$ cat src/rtl/cordic_pkg.sv
// Shared CORDIC definitions: operating modes plus elaboration-time builders for
// the arctangent table and the gain-compensation constant.
package cordic_pkg;

    typedef enum logic {
        CORDIC_ROTATE = 1'b0,
        CORDIC_VECTOR = 1'b1
    } cordic_mode_e;

    localparam int CORDIC_MAX_STAGES = 32;
    localparam int CORDIC_ANGLE_W    = 32;
    localparam int CORDIC_GAIN_FRAC  = 16;

    typedef logic [CORDIC_MAX_STAGES*CORDIC_ANGLE_W-1:0] cordic_atan_tbl_t;

    // Entry k sits at bits [k*CORDIC_ANGLE_W +: CORDIC_ANGLE_W], in units of 1/2^pw turn.
    function automatic cordic_atan_tbl_t cordic_atan_table(input int pw, input int nstages);
        cordic_atan_tbl_t tbl;
        real              pi_r;
        real              scale_r;
        real              ang_r;
        tbl     = '0;
        pi_r    = 4.0 * $atan(1.0);
        scale_r = (2.0 ** pw) / (2.0 * pi_r);
        for (int k = 0; k < nstages; k++) begin
            ang_r = $atan(1.0 / (2.0 ** k)) * scale_r;
            tbl[k*CORDIC_ANGLE_W +: CORDIC_ANGLE_W] = CORDIC_ANGLE_W'($rtoi(ang_r + 0.5));
        end
        return tbl;
    endfunction

    // Unsigned Q0.16 reciprocal of the accumulated CORDIC gain.
    function automatic logic [CORDIC_GAIN_FRAC-1:0] cordic_gain_comp(input int nstages);
        real k_gain_r;
        k_gain_r = 1.0;
        for (int k = 0; k < nstages; k++) begin
            k_gain_r = k_gain_r * $sqrt(1.0 + 1.0 / (2.0 ** (2 * k)));
        end
        return CORDIC_GAIN_FRAC'($rtoi((2.0 ** CORDIC_GAIN_FRAC) / k_gain_r + 0.5));
    endfunction

endpackage

$ cat src/rtl/cordic_stage.sv
// One registered CORDIC micro-rotation with shift K; direction follows the
// phase sign (rotation) or the y sign (vectoring).
module cordic_stage
    import cordic_pkg::*;
#(
    parameter int             WW   = 18,
    parameter int             PW   = 16,
    parameter int             K    = 0,
    parameter logic [PW-1:0]  ATAN = '0
) (
    input  logic                 clk,
    input  logic                 reset,
    input  logic                 enable,
    input  cordic_mode_e         i_mode,
    input  logic signed [WW-1:0] i_x,
    input  logic signed [WW-1:0] i_y,
    input  logic [PW-1:0]        i_p,
    output logic signed [WW-1:0] o_x,
    output logic signed [WW-1:0] o_y,
    output logic [PW-1:0]        o_p
);

    logic signed [WW-1:0] w_xs;
    logic signed [WW-1:0] w_ys;
    logic signed [WW-1:0] w_xn;
    logic signed [WW-1:0] w_yn;
    logic [PW-1:0]        w_pn;
    logic                 w_ccw;

    assign w_xs = i_x >>> K;
    assign w_ys = i_y >>> K;

    // Rotation chases the residual phase to zero; vectoring chases y to zero.
    always_comb begin
        w_ccw = 1'b0;
        if (i_mode == CORDIC_ROTATE) begin
            w_ccw = ~i_p[PW-1];
        end else begin
            w_ccw = i_y[WW-1];
        end
    end

    // A counter-clockwise step always consumes angle; clockwise always adds it.
    always_comb begin
        w_xn = i_x;
        w_yn = i_y;
        w_pn = i_p;
        if (w_ccw) begin
            w_xn = i_x - w_ys;
            w_yn = i_y + w_xs;
            w_pn = i_p - ATAN;
        end else begin
            w_xn = i_x + w_ys;
            w_yn = i_y - w_xs;
            w_pn = i_p + ATAN;
        end
    end

    // Stage register; holds while the pipeline is stalled.
    always_ff @(posedge clk) begin
        if (reset) begin
            o_x <= '0;
            o_y <= '0;
            o_p <= '0;
        end else if (enable) begin
            o_x <= w_xn;
            o_y <= w_yn;
            o_p <= w_pn;
        end else begin
            o_x <= o_x;
            o_y <= o_y;
            o_p <= o_p;
        end
    end

endmodule

$ cat src/rtl/cordic_multimode.sv
// Pipelined CORDIC with per-sample rotation/vectoring selection, gain
// compensation and saturating outputs; latency NSTAGES+2 enabled cycles.
module cordic_multimode
    import cordic_pkg::*;
#(
    parameter int IW      = 16,
    parameter int PW      = 16,
    parameter int NSTAGES = 14,
    parameter int OW      = IW + 1
) (
    input  logic                 clk,
    input  logic                 reset,
    input  logic                 enable,
    input  logic                 i_valid,
    input  logic                 i_mode,
    input  logic signed [IW-1:0] i_xval,
    input  logic signed [IW-1:0] i_yval,
    input  logic [PW-1:0]        i_phase,
    output logic                 o_valid,
    output logic                 o_mode,
    output logic signed [OW-1:0] o_xval,
    output logic signed [OW-1:0] o_yval,
    output logic [PW-1:0]        o_phase
);

    localparam int WW = IW + 2;
    localparam int MW = WW + CORDIC_GAIN_FRAC + 1;

    localparam cordic_atan_tbl_t ATAN_TBL = cordic_atan_table(PW, NSTAGES);
    localparam logic [CORDIC_GAIN_FRAC-1:0] GAIN = cordic_gain_comp(NSTAGES);

    localparam logic [PW-1:0] QUARTER_TURN = {2'b01, {(PW-2){1'b0}}};
    localparam logic [PW-1:0] HALF_TURN    = {2'b10, {(PW-2){1'b0}}};
    localparam logic [PW-1:0] THREEQ_TURN  = {2'b11, {(PW-2){1'b0}}};

    localparam logic signed [MW-1:0] SAT_HI = {{(MW-OW+1){1'b0}}, {(OW-1){1'b1}}};
    localparam logic signed [MW-1:0] SAT_LO = {{(MW-OW+1){1'b1}}, {(OW-1){1'b0}}};

    // Scale by 1/K in Q0.16 and clamp into the signed output range.
    function automatic logic signed [OW-1:0] gain_sat(input logic signed [WW-1:0] v);
        logic signed [MW-1:0] prod;
        logic signed [MW-1:0] scaled;
        logic signed [MW-1:0] gain_s;
        gain_s = $signed({{(MW-CORDIC_GAIN_FRAC){1'b0}}, GAIN});
        prod   = MW'(v) * gain_s;
        scaled = prod >>> CORDIC_GAIN_FRAC;
        if (scaled > SAT_HI) begin
            return SAT_HI[OW-1:0];
        end else if (scaled < SAT_LO) begin
            return SAT_LO[OW-1:0];
        end else begin
            return scaled[OW-1:0];
        end
    endfunction

    cordic_mode_e         w_in_mode;
    logic signed [WW-1:0] w_xin;
    logic signed [WW-1:0] w_yin;
    logic signed [WW-1:0] w_x0n;
    logic signed [WW-1:0] w_y0n;
    logic [PW-1:0]        w_p0n;

    logic signed [WW-1:0] r_x0;
    logic signed [WW-1:0] r_y0;
    logic [PW-1:0]        r_p0;
    logic [NSTAGES+1:0]   r_vld;
    logic [NSTAGES+1:0]   r_mode;

    logic signed [WW-1:0] w_x [NSTAGES+1];
    logic signed [WW-1:0] w_y [NSTAGES+1];
    logic [PW-1:0]        w_p [NSTAGES+1];

    assign w_in_mode = cordic_mode_e'(i_mode);
    assign w_xin     = {{(WW-IW){i_xval[IW-1]}}, i_xval};
    assign w_yin     = {{(WW-IW){i_yval[IW-1]}}, i_yval};

    // Coarse pre-rotation: quarter turns bring the residual into +/-45 deg, or
    // the vector into the right half-plane.
    always_comb begin
        w_x0n = w_xin;
        w_y0n = w_yin;
        w_p0n = i_phase;
        if (w_in_mode == CORDIC_VECTOR) begin
            if (w_xin[WW-1]) begin
                w_x0n = -w_xin;
                w_y0n = -w_yin;
                w_p0n = HALF_TURN;
            end else begin
                w_p0n = '0;
            end
        end else begin
            case (i_phase[PW-1:PW-3])
                3'd1, 3'd2: begin
                    w_x0n = -w_yin;
                    w_y0n = w_xin;
                    w_p0n = i_phase - QUARTER_TURN;
                end
                3'd3, 3'd4: begin
                    w_x0n = -w_xin;
                    w_y0n = -w_yin;
                    w_p0n = i_phase - HALF_TURN;
                end
                3'd5, 3'd6: begin
                    w_x0n = w_yin;
                    w_y0n = -w_xin;
                    w_p0n = i_phase - THREEQ_TURN;
                end
                default: begin
                    w_p0n = i_phase;
                end
            endcase
        end
    end

    // Pre-rotation register.
    always_ff @(posedge clk) begin
        if (reset) begin
            r_x0 <= '0;
            r_y0 <= '0;
            r_p0 <= '0;
        end else if (enable) begin
            r_x0 <= w_x0n;
            r_y0 <= w_y0n;
            r_p0 <= w_p0n;
        end else begin
            r_x0 <= r_x0;
            r_y0 <= r_y0;
            r_p0 <= r_p0;
        end
    end

    // Valid/mode side-band: bit 0 pairs with the pre-rotation register, the
    // top bit with the output register.
    always_ff @(posedge clk) begin
        if (reset) begin
            r_vld  <= '0;
            r_mode <= '0;
        end else if (enable) begin
            r_vld  <= {r_vld[NSTAGES:0], i_valid};
            r_mode <= {r_mode[NSTAGES:0], i_mode};
        end else begin
            r_vld  <= r_vld;
            r_mode <= r_mode;
        end
    end

    assign w_x[0] = r_x0;
    assign w_y[0] = r_y0;
    assign w_p[0] = r_p0;

    for (genvar k = 0; k < NSTAGES; k++) begin : g_stage
        cordic_stage #(
            .WW   (WW),
            .PW   (PW),
            .K    (k),
            .ATAN (PW'(ATAN_TBL[k*CORDIC_ANGLE_W +: CORDIC_ANGLE_W]))
        ) u_stage (
            .clk    (clk),
            .reset  (reset),
            .enable (enable),
            .i_mode (cordic_mode_e'(r_mode[k])),
            .i_x    (w_x[k]),
            .i_y    (w_y[k]),
            .i_p    (w_p[k]),
            .o_x    (w_x[k+1]),
            .o_y    (w_y[k+1]),
            .o_p    (w_p[k+1])
        );
    end

    // Gain-compensated, saturated output register.
    always_ff @(posedge clk) begin
        if (reset) begin
            o_xval  <= '0;
            o_yval  <= '0;
            o_phase <= '0;
        end else if (enable) begin
            o_xval  <= gain_sat(w_x[NSTAGES]);
            o_yval  <= gain_sat(w_y[NSTAGES]);
            o_phase <= w_p[NSTAGES];
        end else begin
            o_xval  <= o_xval;
            o_yval  <= o_yval;
            o_phase <= o_phase;
        end
    end

    assign o_valid = r_vld[NSTAGES+1];
    assign o_mode  = r_mode[NSTAGES+1];

endmodule

$ cat config.mk
export PLATFORM = sky130hd
export DESIGN_NAME = cordic_multimode
export DESIGN_NICKNAME = d
export VERILOG_FILES = /design/src/rtl/cordic_pkg.sv /design/src/rtl/cordic_stage.sv /design/src/rtl/cordic_multimode.sv
export SDC_FILE = /design/constraint.sdc
export NUM_CORES = 2
export LEC_CHECK = 0
export ABC_AREA = 1
export BUFFER_PORTS_ARGS = -buffer_cell sky130_fd_sc_hd__buf_4
export CORE_UTILIZATION = 57
export CTS_CLUSTER_SIZE = 20
export DETAILED_ROUTE_END_ITERATION = 10
export PLACE_DENSITY = 0.69
export SYNTH_ARGS = -nofsm -noshare
export SYNTH_HDL_FRONTEND = slang
export SYNTH_SLANG_ARGS = --single-unit
$ cat constraint.sdc
create_clock -name clk -period 7.4 [get_ports clk]
set_input_delay 0.37 -clock clk [delete_from_list [all_inputs] [get_ports clk]]
set_output_delay 0.37 -clock clk [all_outputs]
set_load 0.005 [all_outputs]
Yosys cells after proc, flatten, opt, wreduce, memory -nomap -nowiden
Cells that the tools add are included.
{ "totals": {"reg_bits": 862} }
{ "op_classes": {"n_lt_le_gt_ge": 4, "addsub": 88, "eq_ne": 6, "n_bitwise": 14, "n_reduce_logical": 3, "mux": 69, "n_mul": 2} }
{ "op_table": {"columns": ["op", "n"], "rows": [
  ["two-way mux 18 bit", 32],
  ["two-way mux 16 bit", 16],
  ["one-hot mux 18 bit (3 select lines)", 2],
  ["multiplier 18 x 17 -> 35 bit (second input constant)", 2],
  ["two-way mux 17 bit", 4],
  ["one-hot mux 16 bit (3 select lines)", 1],
  ["> comparator 19 x 17 -> 1 bit (second input constant)", 2],
  ["less-than comparator 19 x 17 -> 1 bit (second input constant)", 2],
  ["adder 18 x 10 -> 18 bit", 2],
  ["adder 18 x 11 -> 18 bit", 2],
  ["adder 18 x 12 -> 18 bit", 2],
  ["adder 18 x 13 -> 18 bit", 2],
  ["adder 18 x 14 -> 18 bit", 2],
  ["adder 18 x 15 -> 18 bit", 2],
  ["adder 18 x 16 -> 18 bit", 2],
  ["adder 18 x 17 -> 18 bit", 2],
  ["adder 18 x 5 -> 18 bit", 2],
  ["adder 18 x 6 -> 18 bit", 2],
  ["adder 18 x 7 -> 18 bit", 2],
  ["adder 18 x 8 -> 18 bit", 2],
  ["adder 18 x 9 -> 18 bit", 2],
  ["negation 16 -> 18 bit", 2],
  ["subtractor 18 x 10 -> 18 bit", 2],
  ["subtractor 18 x 11 -> 18 bit", 2],
  ["other kinds (49)", 93]
]} }

Logic depth before layout (Yosys ltp)
{ "depth": {"word_depth": 4, "depth_mapped": 28} }

Cells and area by module
Synthesis repeated with hierarchy kept, for this count alone.
{ "hier_totals": {"hier_cells": 14952, "area_unflattened_um2": 93861.3} }
{ "by_module_without_submodules": {"columns": ["module", "n_inst", "cells_each", "area_per_inst_um2", "seq_area_each_um2"], "rows": [
  ["cordic_multimode", 1, 2716, 20497.2, 2682.6],
  ["cordic_stage (g_stage[3].u_stage)", 1, 908, 5439.0, 1041.0],
  ["cordic_stage (g_stage[2].u_stage)", 1, 887, 5341.4, 1041.0],
  ["cordic_stage (g_stage[6].u_stage)", 1, 887, 5332.6, 1041.0],
  ["cordic_stage (g_stage[1].u_stage)", 1, 901, 5303.8, 1041.0],
  ["cordic_stage (g_stage[4].u_stage)", 1, 888, 5293.8, 1041.0],
  ["cordic_stage (g_stage[8].u_stage)", 1, 873, 5256.3, 1041.0],
  ["cordic_stage (g_stage[5].u_stage)", 1, 887, 5248.8, 1041.0],
  ["cordic_stage (g_stage[12].u_stage)", 1, 862, 5205.0, 1041.0],
  ["cordic_stage (g_stage[11].u_stage)", 1, 867, 5187.5, 1041.0],
  ["cordic_stage (g_stage[7].u_stage)", 1, 879, 5187.5, 1041.0],
  ["cordic_stage (g_stage[0].u_stage)", 1, 835, 5185.0, 1021.0],
  ["cordic_stage (g_stage[10].u_stage)", 1, 867, 5180.0, 1041.0],
  ["cordic_stage (g_stage[13].u_stage)", 1, 871, 5158.7, 1041.0],
  ["cordic_stage (g_stage[9].u_stage)", 1, 824, 5044.8, 1041.0]
]} }

Worst setup path after synthesis
Ideal clock, no wire load.
{ "synth_path": {"path_kind": "flip-flop to flip-flop", "from": "reg g_stage[13].u_stage.o_y[17]", "to": "reg o_yval[10]", "setup_ns": 0.119, "stages_incl_launch_ff": 21, "path_buffers": 1, "arrival_ns": 5.290, "path_slack_ns": 1.990, "path_cell_list": "dfxtp_1 -> ha_1 -> inv_1 -> fa_1 -> fa_1 -> fa_1 -> fa_1 -> inv_1 -> fa_1 -> inv_1 -> ha_1 -> nand2_1 -> nor2_1 -> nand2_1 -> nor3_2 -> a21oi_1 -> nand2_1 -> nand2_2 -> a21oi_4 -> buf_6 -> a21oi_1"} }
{ "synth_between": {"elab_chain_cells": 4, "elab_cells_between_ends": 5, "classes_between": "mul: 1; order compare: 2; mux: 2"} }
{ "synth_lines": {"columns": ["item", "line_no", "rtl"], "rows": [
  ["start, declared", "cordic_stage.sv:19", "output logic signed [WW-1:0] o_y,"],
  ["start signal, assigned", "cordic_stage.sv:67", "o_y <= w_yn;"],
  ["start signal, assigned", "cordic_stage.sv:71", "o_y <= o_y;"],
  ["multiplier 18 x 17 -> 35 bit (*)", "cordic_multimode.sv:45", "prod = MW'(v) * gain_s;"],
  ["less-than comparator 19 x 17 -> 1 bit", "cordic_multimode.sv:49", "end else if (scaled < SAT_LO) begin"],
  ["two-way mux 17 bit", "cordic_multimode.sv:49", null],
  ["two-way mux 17 bit (*)", "cordic_multimode.sv:47", "if (scaled > SAT_HI) begin"],
  ["end signal, assigned", "cordic_multimode.sv:179", "o_yval <= gain_sat(w_y[NSTAGES]);"],
  ["end signal, assigned", "cordic_multimode.sv:183", "o_yval <= o_yval;"],
  ["end, declared", "cordic_multimode.sv:22", "output logic signed [OW-1:0] o_yval,"]
]} }
Every way passes the cells marked *; elsewhere a longest branch is shown, timed or not.
A chain may end at the register's enable or synchronous reset.

Worst setup path after layout
{ "layout_path": {"from": "reg g_stage[13].u_stage.o_x[17]", "to": "reg o_xval[10]"} }
{ "layout_between": {"elab_chain_cells": 4, "elab_cells_between_ends": 5, "classes_between": "mul: 1; order compare: 2; mux: 2"} }
{ "layout_lines": {"columns": ["item", "line_no", "rtl"], "rows": [
  ["start, declared", "cordic_stage.sv:18", "output logic signed [WW-1:0] o_x,"],
  ["start signal, assigned", "cordic_stage.sv:66", "o_x <= w_xn;"],
  ["multiplier 18 x 17 -> 35 bit (*)", "cordic_multimode.sv:45", null],
  ["less-than comparator 19 x 17 -> 1 bit", "cordic_multimode.sv:49", null],
  ["two-way mux 17 bit", "cordic_multimode.sv:49", null],
  ["two-way mux 17 bit (*)", "cordic_multimode.sv:47", null],
  ["end signal, assigned", "cordic_multimode.sv:178", "o_xval <= gain_sat(w_x[NSTAGES]);"],
  ["end signal, assigned", "cordic_multimode.sv:182", "o_xval <= o_xval;"],
  ["end, declared", "cordic_multimode.sv:21", "output logic signed [OW-1:0] o_xval,"]
]} }
Marks and branches as above.

==> run_results.csv <==
group,metric,value,unit
yosys,synth_largest_type_area_fraction,19.7,%
timing,maxSlewViolCount,0,
grt,number_of_antenna_violations_at_the_first_check_in_global_routing,17,
floorplanning,start_util,57.5,%
drt,first_pass_iters,7,
grt,grt_pass1_wl,423,mm
yosys,synth.largest_area_cell,"sky130_fd_sc_hd__dfxtp_1",
layout,design.final.nets,14400,
timing,clock.fmax,164,MHz
yosys,yosysWarnings,0,
floorplanning,die_width,394,um
grt,grt_start_max_net_pins,205,
timing,finalSetupTns,0,ns
clocking,cts_buffers,104,
critical_path,path_buf_inv,4,
placement,numPortBuffers,104,
critical_path,crit_fanout,25,
timing,timing.final.crit_share,82.2,%
grt,total_global_routing_overflow,0,
clocking,path_clk_slew,0.06,ns
critical_path,cp_cell_sequence,"ha_1, inv_1, fa_1, fa_1, fa_1, fa_1, inv_1, fa_1, inv_1, ha_1, nand2_1, inv_1, a21oi_1, nand2_1, nand2_1, nand2_1, a21oi_1, nand2_1, nand2_2, nand2_4, nand2_4, a21oi_1",
drt,drt_wl_total,265,mm
timing,finalHoldViolCount,0,
layout,area_growth_syn_to_layout,7.23,%
critical_path,timing.critical_path.required,8.01,ns
placement,finalWeightedCongestion,0.976,
timing,fin_worst_skew,0.0643,ns
yosys,synth_edf_count,0,
floorplanning,fp.dieArea,155000,sq um
drt,ant_nets,0,
clocking,clock_tree_from_tritoncts,"built",
yosys,postSynthNetCount,14500,
grt,global_route.usage.total,33.2,%
drt,dr.first_iter.drc_count,6928,
yosys,synth_top_area_cells,"sky130_fd_sc_hd__dfxtp_1, sky130_fd_sc_hd__ha_1, sky130_fd_sc_hd__inv_1",
floorplanning,count_of_boundary_i_o_pins,105,
timing,worst_pin_slew,1.12,ns
floorplanning,dieHeight,394,um
timing,grt_setup_unrepaired,"false",
clocking,worstSkewPairLatency,0.79,ns
layout,finish.instance_area,93900,sq um
yosys,synth.cell_area,87600,sq um
clocking,post-cts-setup-buffer-count,0,
yosys,seq_cells_post_synth,861,
critical_path,cp-start-kind,"flip-flop",
floorplanning,rows,143,
outcome,outcome,"complete, no violations",
timing,timing.slew.headroom,25.2,%
yosys,ys_types,54,
min_path,worst_hold_path_type,"in2reg",
yosys,postSynthCellCount,13100,
clocking,cts_root_buffer,"sky130_fd_sc_hd__clkbuf_16",
critical_path,path_delay_family,"adder cells",
drt,average_wire_length_per_cell_after_detail_routing,17.5,um
critical_path,worst-endpoint-arrival,6.69,ns
clocking,ctsHtreeMaxLevel,3,
placement,dp.final_hpwl,208,mm
clocking,tritoncts_num_sinks,861,
floorplanning,design.core.area,152000,sq um
placement,detailed_place.area,89900,sq um
timing,report.final.setup_viol,0,
yosys,yosysSeqAreaShare,19.7,%
critical_path,criticalPathCategory,"reg2reg",
critical_path,end_kind,"flip-flop",
grt,via_count_of_the_first_global_routing_pass,80200,
drt,vias,85000,
yosys,post_synth.cell_area_avg,6.69,sq um
layout,layout-drive-gt1-share,3.35,%
layout,nFillCells,14500,
clocking,cts_buffer_depth,3,
timing,period_needed,6.08,ns
flow_run,max-cap-violations,0,
yosys,ys_async_sr_fraction,0,%
critical_path,critical_path.slowest_cell,"sky130_fd_sc_hd__dfxtp_1",
critical_path,worst_path_largest_cell_delay,0.99,ns
yosys,synth-main-ff-cell,"sky130_fd_sc_hd__dfxtp_1",
drt,post-route-drc-count,0,
drt,vias_per_cell,5.61,
registers in the layout, indices dropped and copies added, names as in the netlist, 17 cells and up:
signal and flops:
g_stage.u_stage.o_y 252, g_stage.u_stage.o_x 251, g_stage.u_stage.o_p 224, r_x0 18
r_y0 18, o_xval 17, o_yval 17
worst paths after layout:
check,from,endpoint,slack [ns],cells past startpoint
hold / removal,i_xval[6],r_x0[6]$_SDFFE_PP0P_,0.08,3
setup reg to reg,g_stage[13].u_stage.o_x[17]$_SDFFE_PP0P_,o_xval[10]$_SDFFE_PP0P_,1.32,22
hold reg to reg,g_stage[13].u_stage.o_p[5]$_SDFFE_PP0P_,o_phase[5]$_SDFFE_PP0P_,0.46,2
setup / recovery,g_stage[13].u_stage.o_x[17]$_SDFFE_PP0P_,o_xval[10]$_SDFFE_PP0P_,1.32,22
cell type report:
class | count | area, sq um | area share, %
inverter | 2245 | 8440 | 8.99
sequential | 861 | 17200 | 18.4
timing repair buffer | 169 | 1370 | 1.46
antenna | 9 | 22.5 | 0.0240
tap | 2030 | 2540 | 2.71
clock buffer | 133 | 2930 | 3.12
multi-input combinational | 9629 | 60500 | 64.4
clock inverter | 65 | 903 | 0.962
per-layer routing:
layer	track usage, %	vias to the layer above	routed length, um
li1	-	42400	-
met1	46.0	39500	122000
met2	54.2	2627	119000
met3	4.03	428	16700
met4	8.96	16	7320
met5	0	-	105
cell usage after synthesis, types with 6 or more instances:
library cell                number
sky130_fd_sc_hd__nor3_1        143
sky130_fd_sc_hd__o21a_1         29
sky130_fd_sc_hd__clkbuf_1      261
sky130_fd_sc_hd__dfxtp_1       861
sky130_fd_sc_hd__o21ai_2        10
sky130_fd_sc_hd__o211ai_1      129
sky130_fd_sc_hd__xor2_1        519
sky130_fd_sc_hd__buf_2          57
sky130_fd_sc_hd__nand3_1       698
sky130_fd_sc_hd__nor4_1          8
sky130_fd_sc_hd__nand2_2         8
sky130_fd_sc_hd__a31oi_1        57
sky130_fd_sc_hd__o21bai_1       34
sky130_fd_sc_hd__nor2_1       1483
sky130_fd_sc_hd__fa_1          311
sky130_fd_sc_hd__or2_2          40
sky130_fd_sc_hd__a21oi_1      1219
sky130_fd_sc_hd__a21o_1        112
sky130_fd_sc_hd__o21ai_1         6
sky130_fd_sc_hd__inv_1        2230
sky130_fd_sc_hd__o21ai_0      1122
sky130_fd_sc_hd__o31ai_1        75
sky130_fd_sc_hd__ha_1         1010
sky130_fd_sc_hd__o211a_1        13
sky130_fd_sc_hd__xnor2_1       165
sky130_fd_sc_hd__a22oi_1        11
sky130_fd_sc_hd__nand4_1       101
sky130_fd_sc_hd__and2_1         10
sky130_fd_sc_hd__o221a_2         7
sky130_fd_sc_hd__nand2_1      2110
sky130_fd_sc_hd__o22ai_1        19
sky130_fd_sc_hd__clkinv_1       11
sky130_fd_sc_hd__a21boi_0       50
sky130_fd_sc_hd__o2111ai_1       7
sky130_fd_sc_hd__nand3b_1       61
sky130_fd_sc_hd__a211oi_1        7
sky130_fd_sc_hd__buf_1          38
sky130_fd_sc_hd__and3_1         20
metrics by stage:
step                      setup slack, ns  instances  hold WS (ns)  util (%)
after global placement               1.35      14900         0.444      59.0
after floorplan                      1.99      13100         0.431         -
after detailed placement             1.30      14900         0.453      59.0
after global routing                0.912      15100        0.0616      61.7
final                                1.32      15100        0.0756      61.7
after CTS                            1.28      15100        0.0185      61.7
timing repair:
action                    4_1_cts  5_1_grt
hold buffers                   14        0
hold endpoints to repair       14        0
gates resized for setup         0        0
worst min-delay path: stages:
cell	delay, ns
sky130_fd_sc_hd__buf_4	0.12
sky130_fd_sc_hd__o211ai_1	0.10
sky130_fd_sc_hd__a31oi_1	0.16
layout by cell type, fill, tap and decap left out, types with 15 or more instances in the layout:
master / netlist / final
sky130_fd_sc_hd__nand3_1: 698 / 698
sky130_fd_sc_hd__o22ai_1: 19 / 19
sky130_fd_sc_hd__o21bai_1: 34 / 34
sky130_fd_sc_hd__ha_1: 1010 / 1010
sky130_fd_sc_hd__a21boi_0: 50 / 50
sky130_fd_sc_hd__clkbuf_16: 0 / 104
sky130_fd_sc_hd__or2_2: 40 / 40
sky130_fd_sc_hd__inv_1: 2230 / 2229
sky130_fd_sc_hd__o21ai_2: 10 / 15
sky130_fd_sc_hd__o21ai_0: 1122 / 1119
sky130_fd_sc_hd__nand3b_1: 61 / 61
sky130_fd_sc_hd__nand2_1: 2110 / 2110
sky130_fd_sc_hd__nor2_1: 1483 / 1482
sky130_fd_sc_hd__a21oi_1: 1219 / 1219
sky130_fd_sc_hd__o21a_1: 29 / 29
sky130_fd_sc_hd__buf_4: 1 / 149
sky130_fd_sc_hd__dfxtp_1: 861 / 861
sky130_fd_sc_hd__clkinv_2: 0 / 20
sky130_fd_sc_hd__clkbuf_8: 1 / 22
sky130_fd_sc_hd__nor3_1: 143 / 143
sky130_fd_sc_hd__nand4_1: 101 / 101
sky130_fd_sc_hd__xnor2_1: 165 / 165
sky130_fd_sc_hd__fa_1: 311 / 311
sky130_fd_sc_hd__a21o_1: 112 / 112
sky130_fd_sc_hd__and3_1: 20 / 20
sky130_fd_sc_hd__xor2_1: 519 / 519
sky130_fd_sc_hd__o211ai_1: 129 / 129
sky130_fd_sc_hd__a31oi_1: 57 / 57
sky130_fd_sc_hd__o31ai_1: 75 / 75
cells by family after synthesis:
logic type               share of synthesized area, %
AND/OR/NAND/NOR                                  22.2
XOR/XNOR                                         6.84
AO/OA/AOI/OAI                                    18.4
buffers and inverters                            11.3
adder cells (fa/ha/maj)                          21.5
flip-flops                                       19.7
Power is not shown: default switching activity piles up to over one toggle a cycle in this logic, so the estimate is an artifact.
